[config.mk]
export PLATFORM = sky130hd
export DESIGN_NAME = glitcbus_slave_flat
export DESIGN_NICKNAME = d
export VERILOG_FILES = /design/src/rtl/glitcbus_slave_if.sv /design/src/rtl/glitcbus_slave.sv /design/src/flat_wrapper.sv
export SDC_FILE = /design/constraint.sdc
export NUM_CORES = 1
export LEC_CHECK = 0
export CAP_MARGIN = 5
export CELL_PAD_IN_SITES_DETAIL_PLACEMENT = 1
export CELL_PAD_IN_SITES_GLOBAL_PLACEMENT = 2
export CORE_ASPECT_RATIO = 1.2
export CORE_UTILIZATION = 35
export CTS_BUF_LIST = sky130_fd_sc_hd__clkbuf_8 sky130_fd_sc_hd__clkbuf_16
export DETAILED_ROUTE_END_ITERATION = 16
export HOLD_SLACK_MARGIN = 0.1
export PLACE_DENSITY = 0.83
export SLEW_MARGIN = 20
export SYNTH_ARGS = -nofsm -noshare
export SYNTH_HDL_FRONTEND = slang
export SYNTH_SLANG_ARGS = --single-unit
[constraint.sdc]
create_clock -name clk_i -period 3.45 [get_ports clk_i]
set_input_delay 0.8625 -clock clk_i [delete_from_list [all_inputs] [get_ports clk_i]]
set_output_delay 0.8625 -clock clk_i [all_outputs]
set_load 0.02 [all_outputs]
[src/rtl/glitcbus_slave_if.sv]
// ============================================================================
// Module : glitcbus_slave_if
// Brief  : GLITCBUS pad-side and local-register-side signal bundle.
// Rev    : 1.0  initial release
// ============================================================================
`default_nettype none

interface glitcbus_slave_if #(
  parameter int ERR_CNT_BITS = 8
) ();
  logic                    gsel_b_i;
  logic                    grdwr_b_i;
  logic [7:0]              gad_i;
  logic [7:0]              gad_o;
  logic                    gad_t_o;
  logic [15:0]             adr_o;
  logic [31:0]             wr_dat_o;
  logic                    wr_stb_o;
  logic                    rd_stb_o;
  logic [31:0]             rd_dat_i;
  logic                    rd_ack_i;
  logic [ERR_CNT_BITS-1:0] abort_cnt_o;
  logic [ERR_CNT_BITS-1:0] timeout_cnt_o;
  logic                    busy_o;

  modport slave (
    input  gsel_b_i, grdwr_b_i, gad_i, rd_dat_i, rd_ack_i,
    output gad_o, gad_t_o, adr_o, wr_dat_o, wr_stb_o, rd_stb_o,
           abort_cnt_o, timeout_cnt_o, busy_o
  );

  modport master (
    output gsel_b_i, grdwr_b_i, gad_i, rd_dat_i, rd_ack_i,
    input  gad_o, gad_t_o, adr_o, wr_dat_o, wr_stb_o, rd_stb_o,
           abort_cnt_o, timeout_cnt_o, busy_o
  );
endinterface

`default_nettype wire

[src/rtl/glitcbus_slave.sv]
// ============================================================================
// Module : glitcbus_slave
// Brief  : GLITCBUS responder; byte-serial bus to single-cycle local strobes.
// Rev    : 1.0  initial release
// ============================================================================
`default_nettype none

module glitcbus_slave #(
  parameter logic [31:0] RD_TIMEOUT_DATA = 32'hDEADBEEF,
  parameter int          ERR_CNT_BITS    = 8
) (
  input  wire              clk_i,
  input  wire              rst_n_i,
  glitcbus_slave_if.slave  bus
);

  typedef enum logic [3:0] {
    IDLE    = 4'd0,
    ADDR_LO = 4'd1,
    TURN    = 4'd2,
    WR_B3   = 4'd3,
    WR_B2   = 4'd4,
    WR_B1   = 4'd5,
    WR_B0   = 4'd6,
    WR_STB  = 4'd7,
    RD_WAIT = 4'd8,
    RD_B3   = 4'd9,
    RD_B2   = 4'd10,
    RD_B1   = 4'd11,
    RD_B0   = 4'd12
  } state_t;

  state_t                  r_state, w_state_nxt;
  logic [15:0]             r_adr, w_adr_nxt;
  logic [31:0]             r_wr_dat, w_wr_dat_nxt;
  logic [31:0]             r_rd_dat, w_rd_dat_nxt;
  logic [31:0]             w_rd_word;
  logic [7:0]              r_gad_o, w_gad_o_nxt;
  logic                    r_gad_t, w_gad_t_nxt;
  logic                    r_wr_stb, w_wr_stb_nxt;
  logic                    r_rd_stb, w_rd_stb_nxt;
  logic                    r_dir_rd, w_dir_rd_nxt;
  logic                    r_ack_seen, w_ack_seen_nxt;
  logic                    w_abort_inc, w_timeout_inc;
  logic [ERR_CNT_BITS-1:0] r_abort_cnt, r_timeout_cnt;

  always_ff @(posedge clk_i or negedge rst_n_i) begin
    if (!rst_n_i) begin
      r_state       <= IDLE;
      r_adr         <= '0;
      r_wr_dat      <= '0;
      r_rd_dat      <= '0;
      r_gad_o       <= '0;
      r_gad_t       <= 1'b1;
      r_wr_stb      <= 1'b0;
      r_rd_stb      <= 1'b0;
      r_dir_rd      <= 1'b0;
      r_ack_seen    <= 1'b0;
      r_abort_cnt   <= '0;
      r_timeout_cnt <= '0;
    end else begin
      r_state    <= w_state_nxt;
      r_adr      <= w_adr_nxt;
      r_wr_dat   <= w_wr_dat_nxt;
      r_rd_dat   <= w_rd_dat_nxt;
      r_gad_o    <= w_gad_o_nxt;
      r_gad_t    <= w_gad_t_nxt;
      r_wr_stb   <= w_wr_stb_nxt;
      r_rd_stb   <= w_rd_stb_nxt;
      r_dir_rd   <= w_dir_rd_nxt;
      r_ack_seen <= w_ack_seen_nxt;
      if (w_abort_inc && (r_abort_cnt != '1))
        r_abort_cnt <= r_abort_cnt + 1'b1;
      if (w_timeout_inc && (r_timeout_cnt != '1))
        r_timeout_cnt <= r_timeout_cnt + 1'b1;
    end
  end

  always_comb begin
    w_state_nxt    = r_state;
    w_adr_nxt      = r_adr;
    w_wr_dat_nxt   = r_wr_dat;
    w_rd_dat_nxt   = r_rd_dat;
    w_rd_word      = r_rd_dat;
    w_gad_o_nxt    = r_gad_o;
    w_gad_t_nxt    = r_gad_t;
    w_wr_stb_nxt   = 1'b0;
    w_rd_stb_nxt   = 1'b0;
    w_dir_rd_nxt   = r_dir_rd;
    w_ack_seen_nxt = r_ack_seen;
    w_abort_inc    = 1'b0;
    w_timeout_inc  = 1'b0;

    // Early deselect abandons the transfer and frees the pad on the same edge.
    if (bus.gsel_b_i && (r_state != IDLE) && (r_state != WR_STB)) begin
      w_state_nxt = IDLE;
      w_gad_t_nxt = 1'b1;
      w_abort_inc = 1'b1;
    end else begin
      case (r_state)
        IDLE: begin
          if (!bus.gsel_b_i) begin
            w_adr_nxt[15:8] = bus.gad_i;
            w_dir_rd_nxt    = bus.grdwr_b_i;
            w_ack_seen_nxt  = 1'b0;
            w_state_nxt     = ADDR_LO;
          end
        end
        ADDR_LO: begin
          w_adr_nxt[7:0] = bus.gad_i;
          w_rd_stb_nxt   = r_dir_rd;
          w_state_nxt    = TURN;
        end
        TURN: begin
          if (r_dir_rd) begin
            if (bus.rd_ack_i) begin
              w_rd_dat_nxt   = bus.rd_dat_i;
              w_ack_seen_nxt = 1'b1;
            end
            w_state_nxt = RD_WAIT;
          end else begin
            w_state_nxt = WR_B3;
          end
        end
        WR_B3: begin
          w_wr_dat_nxt[31:24] = bus.gad_i;
          w_state_nxt         = WR_B2;
        end
        WR_B2: begin
          w_wr_dat_nxt[23:16] = bus.gad_i;
          w_state_nxt         = WR_B1;
        end
        WR_B1: begin
          w_wr_dat_nxt[15:8] = bus.gad_i;
          w_state_nxt        = WR_B0;
        end
        WR_B0: begin
          w_wr_dat_nxt[7:0] = bus.gad_i;
          w_wr_stb_nxt      = 1'b1;
          w_state_nxt       = WR_STB;
        end
        WR_STB: w_state_nxt = IDLE;
        RD_WAIT: begin
          // A late (n+3) ack goes straight to the pad without an extra cycle.
          if (bus.rd_ack_i)
            w_rd_word = bus.rd_dat_i;
          else if (r_ack_seen)
            w_rd_word = r_rd_dat;
          else begin
            w_rd_word     = RD_TIMEOUT_DATA;
            w_timeout_inc = 1'b1;
          end
          w_rd_dat_nxt = w_rd_word;
          w_gad_o_nxt  = w_rd_word[31:24];
          w_gad_t_nxt  = 1'b0;
          w_state_nxt  = RD_B3;
        end
        RD_B3: begin
          w_gad_o_nxt = r_rd_dat[23:16];
          w_state_nxt = RD_B2;
        end
        RD_B2: begin
          w_gad_o_nxt = r_rd_dat[15:8];
          w_state_nxt = RD_B1;
        end
        RD_B1: begin
          w_gad_o_nxt = r_rd_dat[7:0];
          w_state_nxt = RD_B0;
        end
        RD_B0: begin
          w_gad_t_nxt = 1'b1;
          w_state_nxt = IDLE;
        end
        default: begin
          w_gad_t_nxt = 1'b1;
          w_state_nxt = IDLE;
        end
      endcase
    end
  end

  assign bus.gad_o         = r_gad_o;
  assign bus.gad_t_o       = r_gad_t;
  assign bus.adr_o         = r_adr;
  assign bus.wr_dat_o      = r_wr_dat;
  assign bus.wr_stb_o      = r_wr_stb;
  assign bus.rd_stb_o      = r_rd_stb;
  assign bus.abort_cnt_o   = r_abort_cnt;
  assign bus.timeout_cnt_o = r_timeout_cnt;
  assign bus.busy_o        = (r_state != IDLE);

endmodule

`default_nettype wire

[src/flat_wrapper.sv]
// flat-port wrapper written by rule: the top's interface ports become plain ports
module glitcbus_slave_flat 
#(
  parameter logic [31:0] RD_TIMEOUT_DATA = 32'hDEADBEEF,
  parameter int          ERR_CNT_BITS    = 8
)
  (clk_i, rst_n_i, bus_gsel_b_i, bus_grdwr_b_i, bus_gad_i, bus_rd_dat_i, bus_rd_ack_i, bus_gad_o, bus_gad_t_o, bus_adr_o, bus_wr_dat_o, bus_wr_stb_o, bus_rd_stb_o, bus_abort_cnt_o, bus_timeout_cnt_o, bus_busy_o);
  glitcbus_slave_if #(.ERR_CNT_BITS(ERR_CNT_BITS)) bus_i ();
  input  wire clk_i;
  input  wire rst_n_i;
  input wire logic [$bits(bus_i.gsel_b_i)-1:0] bus_gsel_b_i;
  input wire logic [$bits(bus_i.grdwr_b_i)-1:0] bus_grdwr_b_i;
  input wire logic [$bits(bus_i.gad_i)-1:0] bus_gad_i;
  input wire logic [$bits(bus_i.rd_dat_i)-1:0] bus_rd_dat_i;
  input wire logic [$bits(bus_i.rd_ack_i)-1:0] bus_rd_ack_i;
  output wire logic [$bits(bus_i.gad_o)-1:0] bus_gad_o;
  output wire logic [$bits(bus_i.gad_t_o)-1:0] bus_gad_t_o;
  output wire logic [$bits(bus_i.adr_o)-1:0] bus_adr_o;
  output wire logic [$bits(bus_i.wr_dat_o)-1:0] bus_wr_dat_o;
  output wire logic [$bits(bus_i.wr_stb_o)-1:0] bus_wr_stb_o;
  output wire logic [$bits(bus_i.rd_stb_o)-1:0] bus_rd_stb_o;
  output wire logic [$bits(bus_i.abort_cnt_o)-1:0] bus_abort_cnt_o;
  output wire logic [$bits(bus_i.timeout_cnt_o)-1:0] bus_timeout_cnt_o;
  output wire logic [$bits(bus_i.busy_o)-1:0] bus_busy_o;
  assign bus_i.gsel_b_i = bus_gsel_b_i;
  assign bus_i.grdwr_b_i = bus_grdwr_b_i;
  assign bus_i.gad_i = bus_gad_i;
  assign bus_i.rd_dat_i = bus_rd_dat_i;
  assign bus_i.rd_ack_i = bus_rd_ack_i;
  assign bus_gad_o = bus_i.gad_o;
  assign bus_gad_t_o = bus_i.gad_t_o;
  assign bus_adr_o = bus_i.adr_o;
  assign bus_wr_dat_o = bus_i.wr_dat_o;
  assign bus_wr_stb_o = bus_i.wr_stb_o;
  assign bus_rd_stb_o = bus_i.rd_stb_o;
  assign bus_abort_cnt_o = bus_i.abort_cnt_o;
  assign bus_timeout_cnt_o = bus_i.timeout_cnt_o;
  assign bus_busy_o = bus_i.busy_o;
  glitcbus_slave #(.RD_TIMEOUT_DATA(RD_TIMEOUT_DATA), .ERR_CNT_BITS(ERR_CNT_BITS)) u_core (.clk_i(clk_i), .rst_n_i(rst_n_i), .bus(bus_i));
endmodule
---- Word level (Yosys, flattened, before mapping) ----
Cells that the tools add are included.
operators by class
  add/sub/neg operators ................... 2
  eq/ne operators ......................... 20
  mux-type cells .......................... 25
  bitwise gates (word level) .............. 2
  reductions and logical operators ........ 20
operator list
  cell                                                                      count
  32-bit two-way mux                                                        4
  32-bit one-hot mux with 2 select lines                                    1
  4-bit one-hot mux with 11 select lines                                    1
  8-bit one-hot mux with 4 select lines                                     1
  8-bit by 1-bit adder with 8-bit output (second input constant)            2
  4-bit by 3-bit == test with 1-bit output (second input constant)          4
  4-bit == test (second input constant)                                     4
  8-bit inequality test (second input constant)                             2
  1-bit two-way mux                                                         13
  4-bit two-way mux                                                         3
  2-bit AND reduction                                                       6
  11-bit OR reduction                                                       1
  5-bit AND reduction                                                       2
  4-bit by 2-bit == test with 1-bit output (second input constant)          2
  4-bit nonzero test                                                        2
  4-bit by 1-bit == test with 1-bit output (second input constant)          1
  1-bit logical AND                                                         4
  4-bit zero test                                                           1
  2-bit by 1-bit inequality test with 1-bit output (second input constant)  2
  2-bit inequality test (second input constant)                             2
  4-bit by 3-bit inequality test with 1-bit output (second input constant)  1
  1-bit one-hot mux with 2 select lines                                     2
  4-bit AND reduction                                                       1
  2-bit nonzero test                                                        2
  4 further kinds                                                           5
storage, ports and cells
  register bits ........................... 113
  input bits .............................. 45
  output and inout port bits .............. 76
  word-level logic and storage cells ...... 86

---- Logic depth before layout (Yosys ltp) ----
Gate-level depths: netlist (run 1).
  depth in word-level cells ............... 5
  gate-level depth with buffers ........... 8
  gate-level depth less buffers ........... 5

---- Least setup slack after synthesis (run 1) ----
Ideal clock, no wire load.
  kind .................................... in2reg
  start ................................... in bus_rd_ack_i
  end ..................................... reg u_core.r_timeout_cnt[5] (netlist: u_core.bus.timeout_cnt_o[5])
  library setup time ...................... 80 ps
  arrival time ............................ 1,975 ps
  required time ........................... 3,370 ps
  slack ................................... 1,395 ps
  stages .................................. 5
  path buffers ............................ 1
  cell sequence ........................... buf_2 > nor4_1 > o211ai_1 > nor3_1 > xor2_1
on the way
  longest elaborated chain between the ends .. 4
ends and longest elaborated chain
  element                 line                   text
  start: declaration      flat_wrapper.sv:15     input wire logic [$bits(bus_i.rd_ack_i)-1:0] bus_rd_ack_i;
  1-bit two-way mux       glitcbus_slave.sv:145  if (bus.rd_ack_i)
  1-bit two-way mux       glitcbus_slave.sv:100  case (r_state)
  1-bit two-way mux       glitcbus_slave.sv:95   if (bus.gsel_b_i && (r_state != IDLE) && (r_state != WR_STB)) begin
  1-bit logical AND       glitcbus_slave.sv:74   if (w_timeout_inc && (r_timeout_cnt != '1))
  end signal: assignment  glitcbus_slave.sv:75   r_timeout_cnt <= r_timeout_cnt + 1'b1;
  end: declaration        glitcbus_slave.sv:45   logic [ERR_CNT_BITS-1:0] r_abort_cnt, r_timeout_cnt;
Every way passes these cells.
A chain may end at the register's enable or synchronous reset.

---- Final worst setup path (run 1) ----
  start ................................... reg u_core.r_state[1]
  end ..................................... out bus_busy_o
on the way
  longest elaborated chain between the ends .. 1
ends and longest elaborated chain
  element                   line                   text
  start: declaration        glitcbus_slave.sv:33   state_t r_state, w_state_nxt;
  start signal: assignment  glitcbus_slave.sv:62   r_state <= w_state_nxt;
  4-bit nonzero test        glitcbus_slave.sv:190  assign bus.busy_o = (r_state != IDLE);
  end: declaration          flat_wrapper.sv:24     output wire logic [$bits(bus_i.busy_o)-1:0] bus_busy_o;
Every way passes these cells.

==> metrics.md, run 1 <==
| Metric | Value |
|---|---|
| Outcome | complete, no violations |
| Worst Setup End Kind | output port |
| Die Y | 136 µm |
| Ys Warns | 0 |
| Initial Util | 36.0% |
| Die Wd | 113 µm |
| Crit path max fanout | 17 |
| Setup violators final | 0 |
| N_diodes | 0 |
| Ordered cell list for the critical path | nor2_1, nand2_1, clkdlybuf4s50_1 |
| VDD IR-drop max | 0.433 mV |
| Mux cell area share after synthesis | 18.0% |
| CTS root buf | clkbuf_16 |
| CP Launch Type | flop |
| Final hold viol count | 0 |
| Main combinational cell family by area after synthesis | multiplexers |
| Rel. slew slack | 45.8% |
| Leak | 3.12 nW |
| GRT Util Overall | 20.1% |
| CTS tree | yes |
| Post-DRT Antenna Nets | 0 |
| Mapped Area | 0.00520 mm² |
| Clk Latency, worst-skew pair | 0.42 ns |
| Area growth, synth to finish | 37.9% |
| Vias in the first global route | 4284 |
| Total power divided by cell area | 854 mW/mm² |
| Syn Nets | 476 |
| Slew of the pin with the lowest slew margin | 0.812 ns |
| Detail Placement HPWL | 9720 µm |
| Core ar. | 0.0145 mm² |
| Drt pass-1 iters | 4 |
| Hold Worst Slack | 0.493 ns |
| Setup CP Type | reg2out |
| Cts hold-fix bufs | 0 |
| Mean Syn Cell Area | 12.1 µm² |
| Nets | 602 |
| Adder-Cell Fraction of Synth Area | 0.481% |
| Fmax | 335 MHz |
| CTS H-tree lvls | 4 |
| Max incr delay on CP | 0.68 ns |
| Design area | 0.00718 mm² |
| Post-CTS Setup Inserts | 0 |
| Sequential area share after synthesis | 54.4% |
| Total Wirelength | 14100 µm |
| Synth unique cells | 60 |
| Post-synthesis simple-gate area fraction | 10.0% |
| First-pass GRT wire length | 23200 µm |
| DRT iter0 DRCs | 163 |
| HP Class | reg2reg |
| Arrival @ worst endpoint | 2.12 ns |
| CP top delay family | flip-flops |
| Mapped Cells | 429 |
| RSZ-0062 raised after global routing | no |
| DR WL/cell | 18.3 µm |
| Synth Flop Type | dfrtp_1 |
| Setup TNS | 0 ns |
| Remaining global-route overflow | 0 |
| Row count | 48 |
| Initial antenna violation count | 0 |
| Clk slew on worst S/H paths | 0.06 ns |
| Crit path buf inv count | 1 |
| IO Pins | 121 |
| RD Place Congestion | 0.797 |
| DRC violations left | 0 |
| Utilization after layout | 49.6% |
| Req. time, crit path | 2.59 ns |
| Compound-Gate Fraction of Synth Area | 9.86% |
| Number of port buffers | 120 |
| Sink Count | 113 |
| Die ar. | 0.0154 mm² |
| Critical Path Slowest Stage Cell | dfrtp_1 |
| Largest net degree at the start of global routing | 61 |
| Flops & latches, synth | 113 |
| Post-cts sizing count | 0 |
| Async set-reset flop share out of synthesis | 100% |
| Via count | 3860 |
| Count of pins over their slew limit | 0 |
| Clock skew | 0.00650 ns |
| Num CTS Buffers | 17 |
| Final worst-path cycle share | 86.5% |
| Minimum period implied by the final worst setup slack | 2.99 ns |
| Fraction of layout cells with a size suffix above 1 | 15.8% |
| Via/cell ratio | 5.03 |
| DP Area | 0.00656 mm² |
| Post-synth EDFFs | 0 |
| CTS Buffer Depth | 2 |
| Post-Synth XOR/XNOR Area | 2.02% |
| Max Cap Viol | 0 |
cells in the final DEF, fill, tap and decap left out, types with 7 or more instances in the layout:
cell             instances
mux2_2                  33
nand2_1                 29
mux2_1                  11
nand3_1                  7
clkdlybuf4s50_1        119
mux2i_1                 32
a21oi_1                 22
dfrtp_1                112
nor2_1                  19
inv_1                   32
mux2_4                   8
o22a_1                   9
clkbuf_16               17
o21ai_0                  7
xor2_1                   7
per-stage QoR:
stage / power, mW / std cells / worst slack [ns]
detailed placement: 4.33 / 736 / 0.471
finish: 6.12 / 768 / 0.464
global route: 6.45 / 768 / 0.359
global placement: 4.26 / 736 / 0.468
CTS: 6.20 / 768 / 0.487
floorplan: 3.33 / 429 / 1.40
registers in the layout (all words and copies together) (netlist names):
| signal | flops |
|---|---|
| u_core.bus.adr_o | 16 |
| u_core.bus.rd_stb_o | 1 |
| u_core.bus.gad_t_o | 1 |
| u_core.bus.gad_o | 8 |
| u_core.bus.wr_stb_o | 1 |
| u_core.r_dir_rd | 1 |
| u_core.bus.wr_dat_o | 32 |
| u_core.bus.timeout_cnt_o | 8 |
| u_core.r_ack_seen | 1 |
| u_core.r_rd_dat | 32 |
| u_core.bus.abort_cnt_o | 8 |
| u_core.r_state | 4 |
final cells by class:
type	count	area, µm²
Inverter	32	120
Multi-Input combinational cell	265	2100
Clock inverter	14	181
Tap cell	200	250
Fill cell	1526	7300
Clock buffer	18	439
Timing Repair Buffer	126	1260
Sequential cell	113	2830
kinds of logic after synthesis:
logic type               after synthesis
AO/OA/AOI/OAI                         72
XOR/XNOR                              12
adder cells (fa/ha/maj)                2
buffers and inverters                 51
flip-flops                           113
multiplexers                          84
AND/OR/NAND/NOR                       95
layer usage:
layer / wire, µm / global-route usage [%] / share of wire [%]
met5: 0 / 0 / 0
met4: 182 / 7.60 / 1.3
met3: 841 / 7.07 / 6.0
met2: 7210 / 34.3 / 51
met1: 5830 / 23.2 / 41
worst paths after layout:
kind                                        startpoint                      to  slack [ns]  depth (start not counted)
worst max-delay path                 u_core.r_state[1]              bus_busy_o        0.46                          3
worst min-delay path            u_core.bus.wr_dat_o[9]  u_core.bus.wr_dat_o[9]        0.49                          1
worst max register to register       u_core.r_state[2]     u_core.r_rd_dat[17]        1.10                          4
worst min register to register  u_core.bus.wr_dat_o[9]  u_core.bus.wr_dat_o[9]        0.49                          1
max in group asynchronous                      rst_n_i      u_core.bus.gad_t_o        2.12                          2
min in group asynchronous                      rst_n_i     u_core.bus.adr_o[9]        0.52                          1
cell usage after synthesis (2+ instances only):
library cell  count  area share [%]
nand2b_1          3            0.36
xor2_1            7             1.2
clkbuf_1          3            0.22
nand4_1           4            0.48
mux2_2           33             7.1
mux2_1           11             2.4
o2bb2ai_1         3            0.50
nor3b_2           2            0.48
nor2b_1           2            0.24
mux2i_1          32             6.2
a31oi_1           5            0.60
a221oi_1          2            0.34
o31ai_1           2            0.29
nor3_4            2            0.62
a2bb2oi_1         3            0.50
o21ai_0           7            0.67
ha_1              2            0.48
a21oi_1          22             2.1
o22ai_1           4            0.48
xnor2_1           5            0.84
nand4b_1          2            0.34
o221ai_1          2            0.34
inv_1            32             2.3
buf_12            3             1.2
nor4_1            3            0.36
nor2_1           19             1.4
nand3b_1          2            0.29
buf_2             8            0.77
a211oi_1          4            0.58
o22a_1            9             1.5
and3_1            3            0.36
mux2_4            8             2.3
buf_4             2            0.29
dfrtp_1         112              54
nand3_1           7            0.67
nor3_1            6            0.58
or2_1             2            0.24
nand2_1          29             2.1
power breakdown:
part / internal (mW) / switching (mW) / leakage, nW
clock: 1.16 / 0.654 / 0.289
combinational: 1.07 / 1.02 / 1.45
sequential: 1.85 / 0.368 / 1.38
total: 4.08 / 2.04 / 3.12
Power figures use the tool's default switching activity.
==> run 2, diff against run 1 <==
--- a/config.mk
+++ b/config.mk
@@ -8,12 +8,12 @@
 export CAP_MARGIN = 5
 export CELL_PAD_IN_SITES_DETAIL_PLACEMENT = 1
 export CELL_PAD_IN_SITES_GLOBAL_PLACEMENT = 2
-export CORE_ASPECT_RATIO = 1.2
-export CORE_UTILIZATION = 35
+export CORE_UTILIZATION = 29
 export CTS_BUF_LIST = sky130_fd_sc_hd__clkbuf_8 sky130_fd_sc_hd__clkbuf_16
 export DETAILED_ROUTE_END_ITERATION = 16
+export GPL_TIMING_DRIVEN = 0
 export HOLD_SLACK_MARGIN = 0.1
-export PLACE_DENSITY = 0.83
+export PLACE_DENSITY = 0.73
 export SLEW_MARGIN = 20
 export SYNTH_ARGS = -nofsm -noshare
 export SYNTH_HDL_FRONTEND = slang
==> constraint.sdc (replaced) <==
create_clock -name clk_i -period 2.7 [get_ports clk_i]
set_input_delay 0.675 -clock clk_i [delete_from_list [all_inputs] [get_ports clk_i]]
set_output_delay 0.675 -clock clk_i [all_outputs]
set_load 0.02 [all_outputs]
==> run 2 against run 1 <==
Net effect:
- register-to-register slack worse by 0.59 ns
- core utilization down 7.6 points
- critical endpoint is now u_core.bus.timeout_cnt_o[7]
- highest routed layer unchanged
- clock power grew 22%
- largest power group unchanged
- final area grew 1.8%
==> metrics.md, run 2 (synthesis results as in run 1) <==
| Metric | Value |
|---|---|
| Outcome | complete, no violations |
| Slew of the pin with the lowest slew margin | 0.925 ns (+0.113 ns) |
| Arrival @ worst endpoint | 2.69 ns (+0.57 ns) |
| First-pass GRT wire length | 23900 µm (+3.2%) |
| R2R Setup Slk | 0.51 ns (-0.59 ns) |
| IO Pins | 121 (unchanged) |
| Final worst-path cycle share | 87.3% |
| Sink Count | 113 (unchanged) |
| Largest net degree at the start of global routing | 59 (-3.3%) |
| Core ar. | 0.0174 mm² (+20%) |
| Final non-filler cell total | 806 (+4.9%) |
| DR WL/cell | 18.5 µm (+0.91%) |
| CTS tree | yes |
| Total power divided by cell area | 1070 mW/mm² (+25%) |
| Num CTS Buffers | 17 (unchanged) |
| Leak | 3.18 nW (+2.1%) |
| Clk slew on worst S/H paths | 0.06 ns (about the same) |
| Count of pins over their slew limit | 0 (unchanged) |
| Die ar. | 0.0185 mm² (+20%) |
| Most frequent cells in the layout | 118 x clkdlybuf4s50_1, 111 x dfrtp_1, 33 x mux2_2, 32 x inv_1, 32 x mux2i_1 |
| Via count | 3866 (+0.16%) |
| HP Class | in2async |
| Setup violators final | 0 (unchanged) |
| Ordered cell list for the critical path | clkdlybuf4s50_1, buf_2, nor4_1, o211ai_1, nor3_1, xor2_1 |
| Area growth, synth to finish | 40.3% |
| Minimum period implied by the final worst setup slack | 2.36 ns |
| Worst slack, placed | -0.233 ns (-0.703 ns) |
| Max Cap Viol | 0 (unchanged) |
| CP Launch Type | primary input |
| Critical Path Slowest Stage Cell | nor4_1 |
| Crit path max fanout | 10 (-7) |
| Initial antenna violation count | 0 (unchanged) |
| RD Place Congestion | 0.766 (-3.9%) |
| Post-DRT Antenna Nets | 0 (unchanged) |
| CTS Buffer Depth | 2 (unchanged) |
| Pwr Total | 7.78 mW (+27%) |
| Rel. slew slack | 37.8% (-8.0 points) |
| VDD IR-drop max | 0.441 mV (+1.7%) |
| Row count | 48 (unchanged) |
| Worst Setup End Kind | flop |
| Leading cell type in the layout, fill and taps excluded | clkdlybuf4s50_1 |
| Req. time, crit path | 3.04 ns (+0.45 ns) |
| N_diodes | 0 (unchanged) |
| Remaining global-route overflow | 0 (unchanged) |
| Total Wirelength | 14900 µm (+5.9%) |
| Drt pass-1 iters | 4 (unchanged) |
| CTS H-tree lvls | 4 (unchanged) |
| Die Wd | 136 µm (+20%) |
| RSZ-0062 raised after global routing | no |
| Number of port buffers | 120 (unchanged) |
| Via/cell ratio | 4.80 (-4.6%) |
| Fmax | 424 MHz |
| Worst Slack Setup Final | 0.344 ns (-0.121 ns) |
| Cts hold-fix bufs | 0 (unchanged) |
| DRT iter0 DRCs | 120 (-26%) |
| Placed Instances | 775 (+5.3%) |
| Fraction of layout cells with a size suffix above 1 | 17.4% (+1.5 points) |
| Die Y | 136 µm (+0.28%) |
| GRT Util Overall | 17.3% (-2.8 points) |
| Clk Latency, worst-skew pair | 0.41 ns (about the same) |
| Max incr delay on CP | 0.52 ns (-0.16 ns) |
| Final hold viol count | 0 (unchanged) |
| Hold Worst Slack | 0.230 ns (-0.263 ns) |
| Nets | 615 (+2.2%) |
| DRC violations left | 0 (unchanged) |
| Setup CP Type | in2reg |
| Vias in the first global route | 4287 (+0.070%) |
| Clock skew | 0.00654 ns (+0.0000376 ns) |
| CTS root buf | clkbuf_16 |
| Detail Placement HPWL | 10600 µm (+9.0%) |
| Initial Util | 29.9% (-6.1 points) |
run 2: layout make-up:
| class | instances | area (µm²) |
|---|---|---|
| buffer | 18 | 155 |
| multi-input combinational | 265 | 2100 |
| clock inverter | 15 | 159 |
| tap | 225 | 282 |
| timing repair buffer | 121 | 1230 |
| inverter | 32 | 120 |
| clock buffer | 17 | 425 |
| sequential | 113 | 2830 |
| fill | 1848 | 10100 |
run 2: final timing paths:
kind,from,cells past startpoint,endpoint
max,bus_rd_ack_i,6,u_core.bus.timeout_cnt_o[7]
min,rst_n_i,1,u_core.bus.adr_o[13]
max reg2reg,u_core.r_state[0],6,u_core.r_dir_rd
min reg2reg,u_core.bus.gad_o[5],2,u_core.bus.gad_o[5]
max in group asynchronous,rst_n_i,2,u_core.bus.gad_t_o
min in group clk_i,u_core.bus.gad_o[5],2,u_core.bus.gad_o[5]
run 2: critical path: cells and delay by family:
family / cells / cell delay, ns
AND/OR/NAND/NOR: 2 / 0.84
XOR/XNOR: 1 / 0.16
AO/OA/AOI/OAI: 1 / 0.38
buffers and inverters: 2 / 0.63
run 2: per-layer routing:
metal  track usage (%)  vias up  routed length [µm]
li1                  -     1806                   -
met1              22.0     1959                6720
met2              27.7       83                7230
met3              4.44       18                 647
met4              7.28        0                 300
met5                 0        -                   0
run 2: what timing repair did:
action,in CTS,in global routing
setup endpoints to repair,1,1
hold endpoints to repair,0,0
gates resized for setup,0,3
buffers inserted,0,0
run 2: stage by stage:
stage | util [%] | area (µm²) | TNS [ns]
floorplan | - | 5200 | 0
global placement | 38.4 | 6690 | -395.37
detailed placement | 38.6 | 6720 | -1.10
CTS | 41.9 | 7300 | 0
global route | 41.9 | 7300 | 0
finish | 41.9 | 7300 | 0
run 2: report_power, final:
| group | internal (mW) | switching, mW | total (mW) |
|---|---|---|---|
| clock | 1.37 | 0.851 | 2.22 |
| sequential | 2.36 | 0.446 | 2.81 |
| combinational | 1.41 | 1.34 | 2.75 |
| total | 5.14 | 2.64 | 7.78 |
